==> src/rtl/imm_decode_ctrl_if.sv <==
`default_nettype none
// ============================================================================
// Module   : imm_decode_ctrl_if
// Purpose  : Bundles the fetch-side handshake, the extender configuration
//            path, the execute-side entry and the stall counter of the
//            immediate decode controller.
// Modports :
//   slave  - controller view (receives instructions, drives entry/extender)
//   master - environment view (fetch, extender and execute stage)
// Signals  :
//   flush, in_valid, in_instr, in_pc, ext_out, out_ready  (env -> ctrl)
//   in_ready, ext_imm_src, ext_inp, out_valid, out_instr, out_pc,
//   out_imm, out_has_imm, out_illegal, stall_cnt          (ctrl -> env)
// Revision : 1.0 - initial release
// ============================================================================
interface imm_decode_ctrl_if #(
  parameter int XLEN  = 32,
  parameter int CNT_W = 16
);
  logic             flush;
  logic             in_valid;
  logic             in_ready;
  logic [XLEN-1:0]  in_instr;
  logic [XLEN-1:0]  in_pc;
  logic [1:0]       ext_imm_src;
  logic [24:0]      ext_inp;
  logic [XLEN-1:0]  ext_out;
  logic             out_valid;
  logic             out_ready;
  logic [XLEN-1:0]  out_instr;
  logic [XLEN-1:0]  out_pc;
  logic [XLEN-1:0]  out_imm;
  logic             out_has_imm;
  logic             out_illegal;
  logic [CNT_W-1:0] stall_cnt;

  modport slave (
    input  flush, in_valid, in_instr, in_pc, ext_out, out_ready,
    output in_ready, ext_imm_src, ext_inp, out_valid, out_instr, out_pc,
           out_imm, out_has_imm, out_illegal, stall_cnt
  );

  modport master (
    output flush, in_valid, in_instr, in_pc, ext_out, out_ready,
    input  in_ready, ext_imm_src, ext_inp, out_valid, out_instr, out_pc,
           out_imm, out_has_imm, out_illegal, stall_cnt
  );
endinterface
`default_nettype wire

==> src/rtl/imm_decode_ctrl.sv <==
`default_nettype none
// ============================================================================
// Module   : imm_decode_ctrl
// Purpose  : Decode-stage controller for an external combinational immediate
//            extender. Accepts instructions over valid/ready, decodes the
//            opcode into the extender's ImmSrc, and registers instruction,
//            PC and extended immediate into a one-entry decode->execute slot.
// Ports    :
//   clk    - clock, rising edge
//   reset  - asynchronous, active-high reset
//   bus    - imm_decode_ctrl_if.slave (handshakes, extender path, entry,
//            stall counter)
// Config   : IMM_ITYPE_EN - when defined, I-type ALU (0010011) and jalr
//            (1100111) decode as ImmSrc 00 with an immediate; otherwise
//            both are treated as illegal.
// Revision : 1.0 - initial release
// ============================================================================
module imm_decode_ctrl #(
  parameter int XLEN  = 32,
  parameter int CNT_W = 16
) (
  input  wire logic         clk,
  input  wire logic         reset,
  imm_decode_ctrl_if.slave  bus
);

  typedef enum logic [0:0] {
    S_EMPTY = 1'b0,
    S_FULL  = 1'b1
  } state_t;

  state_t           state_q;
  logic [XLEN-1:0]  instr_q;
  logic [XLEN-1:0]  pc_q;
  logic [XLEN-1:0]  imm_q;
  logic             has_imm_q;
  logic             illegal_q;
  logic [CNT_W-1:0] stall_cnt_q;
  logic [CNT_W-1:0] stall_cnt_d;

  logic [6:0]       opcode;
  logic [1:0]       imm_src;
  logic             has_imm;
  logic             illegal;
  logic             in_ready;
  logic             accept;
  logic             stall;

  assign opcode = bus.in_instr[6:0];

  // Opcode decode; the extender is configured from whatever is on the
  // fetch bus each cycle, independent of in_valid.
  always_comb begin
    imm_src = 2'b00;
    has_imm = 1'b0;
    illegal = 1'b0;
    case (opcode)
      7'b0000011: begin imm_src = 2'b00; has_imm = 1'b1; end
      7'b0100011: begin imm_src = 2'b01; has_imm = 1'b1; end
      7'b1100011: begin imm_src = 2'b10; has_imm = 1'b1; end
      7'b1101111: begin imm_src = 2'b11; has_imm = 1'b1; end
      7'b0110011: begin imm_src = 2'b00; has_imm = 1'b0; end
`ifdef IMM_ITYPE_EN
      7'b0010011,
      7'b1100111: begin imm_src = 2'b00; has_imm = 1'b1; end
`endif
      default:    begin illegal = 1'b1; end
    endcase
  end

  // Flush blocks acceptance outright; otherwise the slot can take a new
  // entry when empty or when the current one drains this same cycle.
  assign in_ready = !bus.flush && ((state_q == S_EMPTY) || bus.out_ready);
  assign accept   = bus.in_valid && in_ready;
  assign stall    = (state_q == S_FULL) && !bus.out_ready && !bus.flush;

  // Saturating stall counter, never cleared except by reset.
  assign stall_cnt_d = (stall && (stall_cnt_q != {CNT_W{1'b1}}))
                       ? stall_cnt_q + {{(CNT_W-1){1'b0}}, 1'b1}
                       : stall_cnt_q;

  always_ff @(posedge clk or posedge reset) begin
    if (reset) begin
      state_q     <= S_EMPTY;
      instr_q     <= '0;
      pc_q        <= '0;
      imm_q       <= '0;
      has_imm_q   <= 1'b0;
      illegal_q   <= 1'b0;
      stall_cnt_q <= '0;
    end else begin
      stall_cnt_q <= stall_cnt_d;
      if (bus.flush) begin
        state_q <= S_EMPTY;
      end else if (accept) begin
        // Covers both EMPTY->FULL and drain+accept pass-through.
        state_q   <= S_FULL;
        instr_q   <= bus.in_instr;
        pc_q      <= bus.in_pc;
        imm_q     <= has_imm ? bus.ext_out : '0;
        has_imm_q <= has_imm;
        illegal_q <= illegal;
      end else if ((state_q == S_FULL) && bus.out_ready) begin
        state_q <= S_EMPTY;
      end
    end
  end

  assign bus.in_ready    = in_ready;
  assign bus.ext_imm_src = imm_src;
  assign bus.ext_inp     = bus.in_instr[31:7];
  assign bus.out_valid   = (state_q == S_FULL);
  assign bus.out_instr   = instr_q;
  assign bus.out_pc      = pc_q;
  assign bus.out_imm     = imm_q;
  assign bus.out_has_imm = has_imm_q;
  assign bus.out_illegal = illegal_q;
  assign bus.stall_cnt   = stall_cnt_q;

endmodule
`default_nettype wire

==> src/flat_wrapper.sv <==
// flat-port wrapper written by rule: the top's interface ports become plain ports
module imm_decode_ctrl_flat 
#(
  parameter int XLEN  = 32,
  parameter int CNT_W = 16
)
  (clk, reset, bus_flush, bus_in_valid, bus_in_instr, bus_in_pc, bus_ext_out, bus_out_ready, bus_in_ready, bus_ext_imm_src, bus_ext_inp, bus_out_valid, bus_out_instr, bus_out_pc, bus_out_imm, bus_out_has_imm, bus_out_illegal, bus_stall_cnt);
  imm_decode_ctrl_if #(.XLEN(XLEN), .CNT_W(CNT_W)) bus_i ();
  input  wire logic clk;
  input  wire logic reset;
  input wire logic [$bits(bus_i.flush)-1:0] bus_flush;
  input wire logic [$bits(bus_i.in_valid)-1:0] bus_in_valid;
  input wire logic [$bits(bus_i.in_instr)-1:0] bus_in_instr;
  input wire logic [$bits(bus_i.in_pc)-1:0] bus_in_pc;
  input wire logic [$bits(bus_i.ext_out)-1:0] bus_ext_out;
  input wire logic [$bits(bus_i.out_ready)-1:0] bus_out_ready;
  output wire logic [$bits(bus_i.in_ready)-1:0] bus_in_ready;
  output wire logic [$bits(bus_i.ext_imm_src)-1:0] bus_ext_imm_src;
  output wire logic [$bits(bus_i.ext_inp)-1:0] bus_ext_inp;
  output wire logic [$bits(bus_i.out_valid)-1:0] bus_out_valid;
  output wire logic [$bits(bus_i.out_instr)-1:0] bus_out_instr;
  output wire logic [$bits(bus_i.out_pc)-1:0] bus_out_pc;
  output wire logic [$bits(bus_i.out_imm)-1:0] bus_out_imm;
  output wire logic [$bits(bus_i.out_has_imm)-1:0] bus_out_has_imm;
  output wire logic [$bits(bus_i.out_illegal)-1:0] bus_out_illegal;
  output wire logic [$bits(bus_i.stall_cnt)-1:0] bus_stall_cnt;
  assign bus_i.flush = bus_flush;
  assign bus_i.in_valid = bus_in_valid;
  assign bus_i.in_instr = bus_in_instr;
  assign bus_i.in_pc = bus_in_pc;
  assign bus_i.ext_out = bus_ext_out;
  assign bus_i.out_ready = bus_out_ready;
  assign bus_in_ready = bus_i.in_ready;
  assign bus_ext_imm_src = bus_i.ext_imm_src;
  assign bus_ext_inp = bus_i.ext_inp;
  assign bus_out_valid = bus_i.out_valid;
  assign bus_out_instr = bus_i.out_instr;
  assign bus_out_pc = bus_i.out_pc;
  assign bus_out_imm = bus_i.out_imm;
  assign bus_out_has_imm = bus_i.out_has_imm;
  assign bus_out_illegal = bus_i.out_illegal;
  assign bus_stall_cnt = bus_i.stall_cnt;
  imm_decode_ctrl #(.XLEN(XLEN), .CNT_W(CNT_W)) u_core (.clk(clk), .reset(reset), .bus(bus_i));
endmodule
==> config.mk <==
export PLATFORM = sky130hd
export DESIGN_NAME = imm_decode_ctrl_flat
export DESIGN_NICKNAME = d
export VERILOG_FILES = /design/src/rtl/imm_decode_ctrl_if.sv /design/src/rtl/imm_decode_ctrl.sv /design/src/flat_wrapper.sv
export SDC_FILE = /design/constraint.sdc
export NUM_CORES = 1
export LEC_CHECK = 0
export CAP_MARGIN = 20
export CORE_UTILIZATION = 45
export CTS_CLUSTER_DIAMETER = 120
export DETAILED_ROUTE_END_ITERATION = 8
export DONT_BUFFER_PORTS = 1
export GPL_TIMING_DRIVEN = 0
export PLACE_DENSITY_LB_ADDON = 0.15
export RECOVER_POWER = 50
export SYNTH_ARGS = -nofsm -noshare
export SYNTH_HDL_FRONTEND = slang
export SYNTH_SLANG_ARGS = --single-unit
==> constraint.sdc <==
create_clock -name clk -period 3.7 [get_ports clk]
set_input_delay 0.185 -clock clk [delete_from_list [all_inputs] [get_ports clk]]
set_output_delay 0.185 -clock clk [all_outputs]
set_load 0.1 [all_outputs]
==> run metrics <==
Bufs on Longest Clock Path 2; Seq pwr share 51.3%; CP cell instances nand2b_1, nand3_1, clkbuf_1, clkbuf_1, a22o_1; Pint 2.87 mW; CP arrival 3.06 ns; Num Clock Sinks 115; Clock Skews 0.00974 ns; Hold Startpoint bus_flush; Post-Synth XOR/XNOR Area 1.84%; Yosys warning count 0; CP peak stage delay 0.97 ns; Area contributors post-synth dfrtp_1, nand2_1, a22o_1; worst reg2reg setup slack 1.07 ns; Inserted Clock Buffers 17; share of the yosys chip area belonging to registers 60.6%; max frequency 0.380 GHz; number of max-cap violations 1; Gate power share 9.3%; input/output buffers 0; total power 4.81 mW; fraction of registers with async set/reset 100%; Mapped Area 4750 um^2; share of cells above drive strength 1 8.28%; Fin. Hold Viols 0; final setup fails 0; Crit path required time 4.13 ns; largest family of logic cells by synthesized area simple AND/OR/NAND/NOR gates; WHS Path Cells 4; placer congestion estimate 0.776; relative slew slack -69.8%; Tightest Hold Check Type input port to register; Clock Root Buffer clkbuf_8; Period Utilization, post-route 71.2%; Cell variety after synth 40; Critical Path Fanout Max 10; pwr dens 728 nW/um^2; clk_lat worst skew 0.51 ns; Clock power frac 39.3%; Post-synth EDFFs 0; global routing's busiest layer met2; worst r2r dst u_core.bus.out_imm[23]; switching share of power 40.4%; Startpoint Class register; final wirelength 13.2 mm; worst slew pin tran 2.53 ns; die area 11000 um^2; Sw Pwr 1.94 mW; H-Tree Depth 4; vias in the first global route 4088; global-route wire length before repair 20.7 mm; Syn Inst Count 470; failing checks capacitance limit, slew limit; biggest area consumer among synthesized cells dfrtp_1; post-synthesis adder-cell area fraction 0.474%; routed len/inst 17.8 um; minimum clock period 2.63 ns; Site Rows 37; # diodes 0; GR Util met1 28.8%; GR Layer Usage met3 9.05%; post-DP HPWL 8.07 mm; Core Util, Final 64.3%; CP max stage cell dfrtp_1; Placement Setup Slack 1.07 ns; setup slack after layout 1.07 ns; status finished, violations left; Yosys reg bits 115; remaining global-route overflow 0; Crit. End Element register; Static Leak 3.21 nW; fin. max-slew vios 57; simple-gate share of the synthesized area 21.3%; Iteration-0 DRC Markers 230; Avg Vias per Cell 5.23; die span in x 105 um; Synth top area share 60.6%; core area 10300 um^2; Ports 244; VDD IR max 0.519 mV; critical path class register to register; post-synth net total 572; initial antenna violation count 0; ys flop type dfrtp_1; All-Layer GR Usage 24.6%; crit path buf inv count 2; Pre-antenna DRT Iters 5; Compound-Gate Fraction of Synth Area 8.33%; Nets 694; reg2reg start u_core.bus.out_valid; Die Ht 105 um; CTS tree yes; mux cell area share after synthesis 1.03%; DRT antenna net count 0; # DRC 0; most numerous cell on the critical path clkbuf_1; clock slew at reported path FFs 0.06 ns; effective utilization at floorplan 46.2%; syn avg cell area 10.1 um^2; unrepaired setup endpoints after global routing false; via count 3873; Hold WS 0.0655 ns; Hold Crit Endpoint u_core.bus.stall_cnt[4]; largest net degree at the start of global routing 60; critical path's top delay family flip-flops; Area Growth Syn to Fin 39.1%; GR Util met2 40.2%; reg2reg path depth 5
==> cells in the final DEF (no fill, tap or decap), drive strengths merged, types with 3 or more instances in the layout <==
cell type	count
a22o	32
and3	6
buf	6
bufinv	6
clkbuf	66
dfrtp	115
dlygate4sd3	101
inv	5
mux2	4
nand2	193
nand3	7
nand4	7
nor2	6
nor4	3
o21ai	8
xnor2	7
xor2	3
==> worst min-delay path, stage by stage <==
cell	delay, ns
nor4bb_1	0.04
and2_1	0.15
nand2_1	0.08
xnor2_1	0.06
==> synth_stat cells, drive strengths merged, types with 4 or more instances <==
library cell	n
a22o	32
nand3	7
nand4	7
clkbuf	18
xnor2	7
buf	29
dfrtp	115
and3	6
o21ai	8
nor2	6
inv	6
nand2	193
mux2	4
==> registers in the layout, summed over array words and instances (netlist names) <==
signal and cells:
u_core.bus.out_pc 32, u_core.bus.out_imm 32, u_core.bus.out_has_imm 1, u_core.bus.out_illegal 1, u_core.bus.out_valid 1, u_core.bus.out_instr 32, u_core.bus.stall_cnt 16
==> routing by layer <==
metal  wire, um  vias up
met5          0        -
met4        240        0
met3       1140       19
met2       6570      206
li1           -     1774
met1       5220     1874
==> power by group through the flow <==
stage          clock network (mW)  logic, mW  registers [mW]
2_1_floorplan                   0      0.315            2.45
3_3_place_gp                    0      0.349            2.49
3_5_place_dp                    0      0.368            2.49
4_1_cts                      1.92      0.460            2.47
5_1_grt                      1.97      0.492            2.49
6_report                     1.89      0.448            2.47
==> worst max path at each step <==
stage / start / endpoint / slack [ns] / depth (start not counted)
global route: u_core.bus.out_valid / u_core.bus.out_imm[23] / 0.87 / 5
detailed placement: u_core.bus.out_valid / u_core.bus.out_imm[24] / 1.07 / 5
global placement: reset / u_core.bus.out_instr[9] / -0.68 / 1
floorplan: bus_in_instr[4] / bus_ext_imm_src[1] / 0.26 / 3
CTS: u_core.bus.out_valid / u_core.bus.out_imm[24] / 1.04 / 5
finish: u_core.bus.out_valid / u_core.bus.out_imm[23] / 1.07 / 5
==> what timing repair did <==
action | 4_1_cts | 5_1_grt
resized for setup | 0 | 0
hold buffers | 101 | 0
setup buffers | 0 | 0
endpoints found under the hold margin | 157 | 0
==> final cells by class <==
class                      count  area, um^2
buffer                        47         188
tap                          136         170
sequential                   115        2880
clock buffer                  23         497
multi-input combinational    302        1590
clock inverter                 8         194
timing repair buffer         103        1070
inverter                       6        23.8
fill                         793        3670
==> logic make-up (layout without fill, tap and decap cells) <==
kind of cell	after synthesis	count (layout)
AOI/OAI and AO/OA	50	50
xor gates and xnor gates	10	10
adders and majority gates	2	2
buffers and inverters	53	187
DFF	115	115
muxes	4	4
and+or+nand+nor	236	236
==> metrics by stage <==
| step | instances | cell area (um^2) | setup TNS (ns) |
|---|---|---|---|
| finish | 740 | 6600 | 0 |
| global route | 740 | 6600 | 0 |
| CTS | 740 | 6700 | 0 |
| detailed placement | 608 | 5000 | 0 |
| global placement | 606 | 4920 | -78.11 |
| floorplan | 470 | 4750 | 0 |
Note: power is estimated with default switching activity, not from simulation.
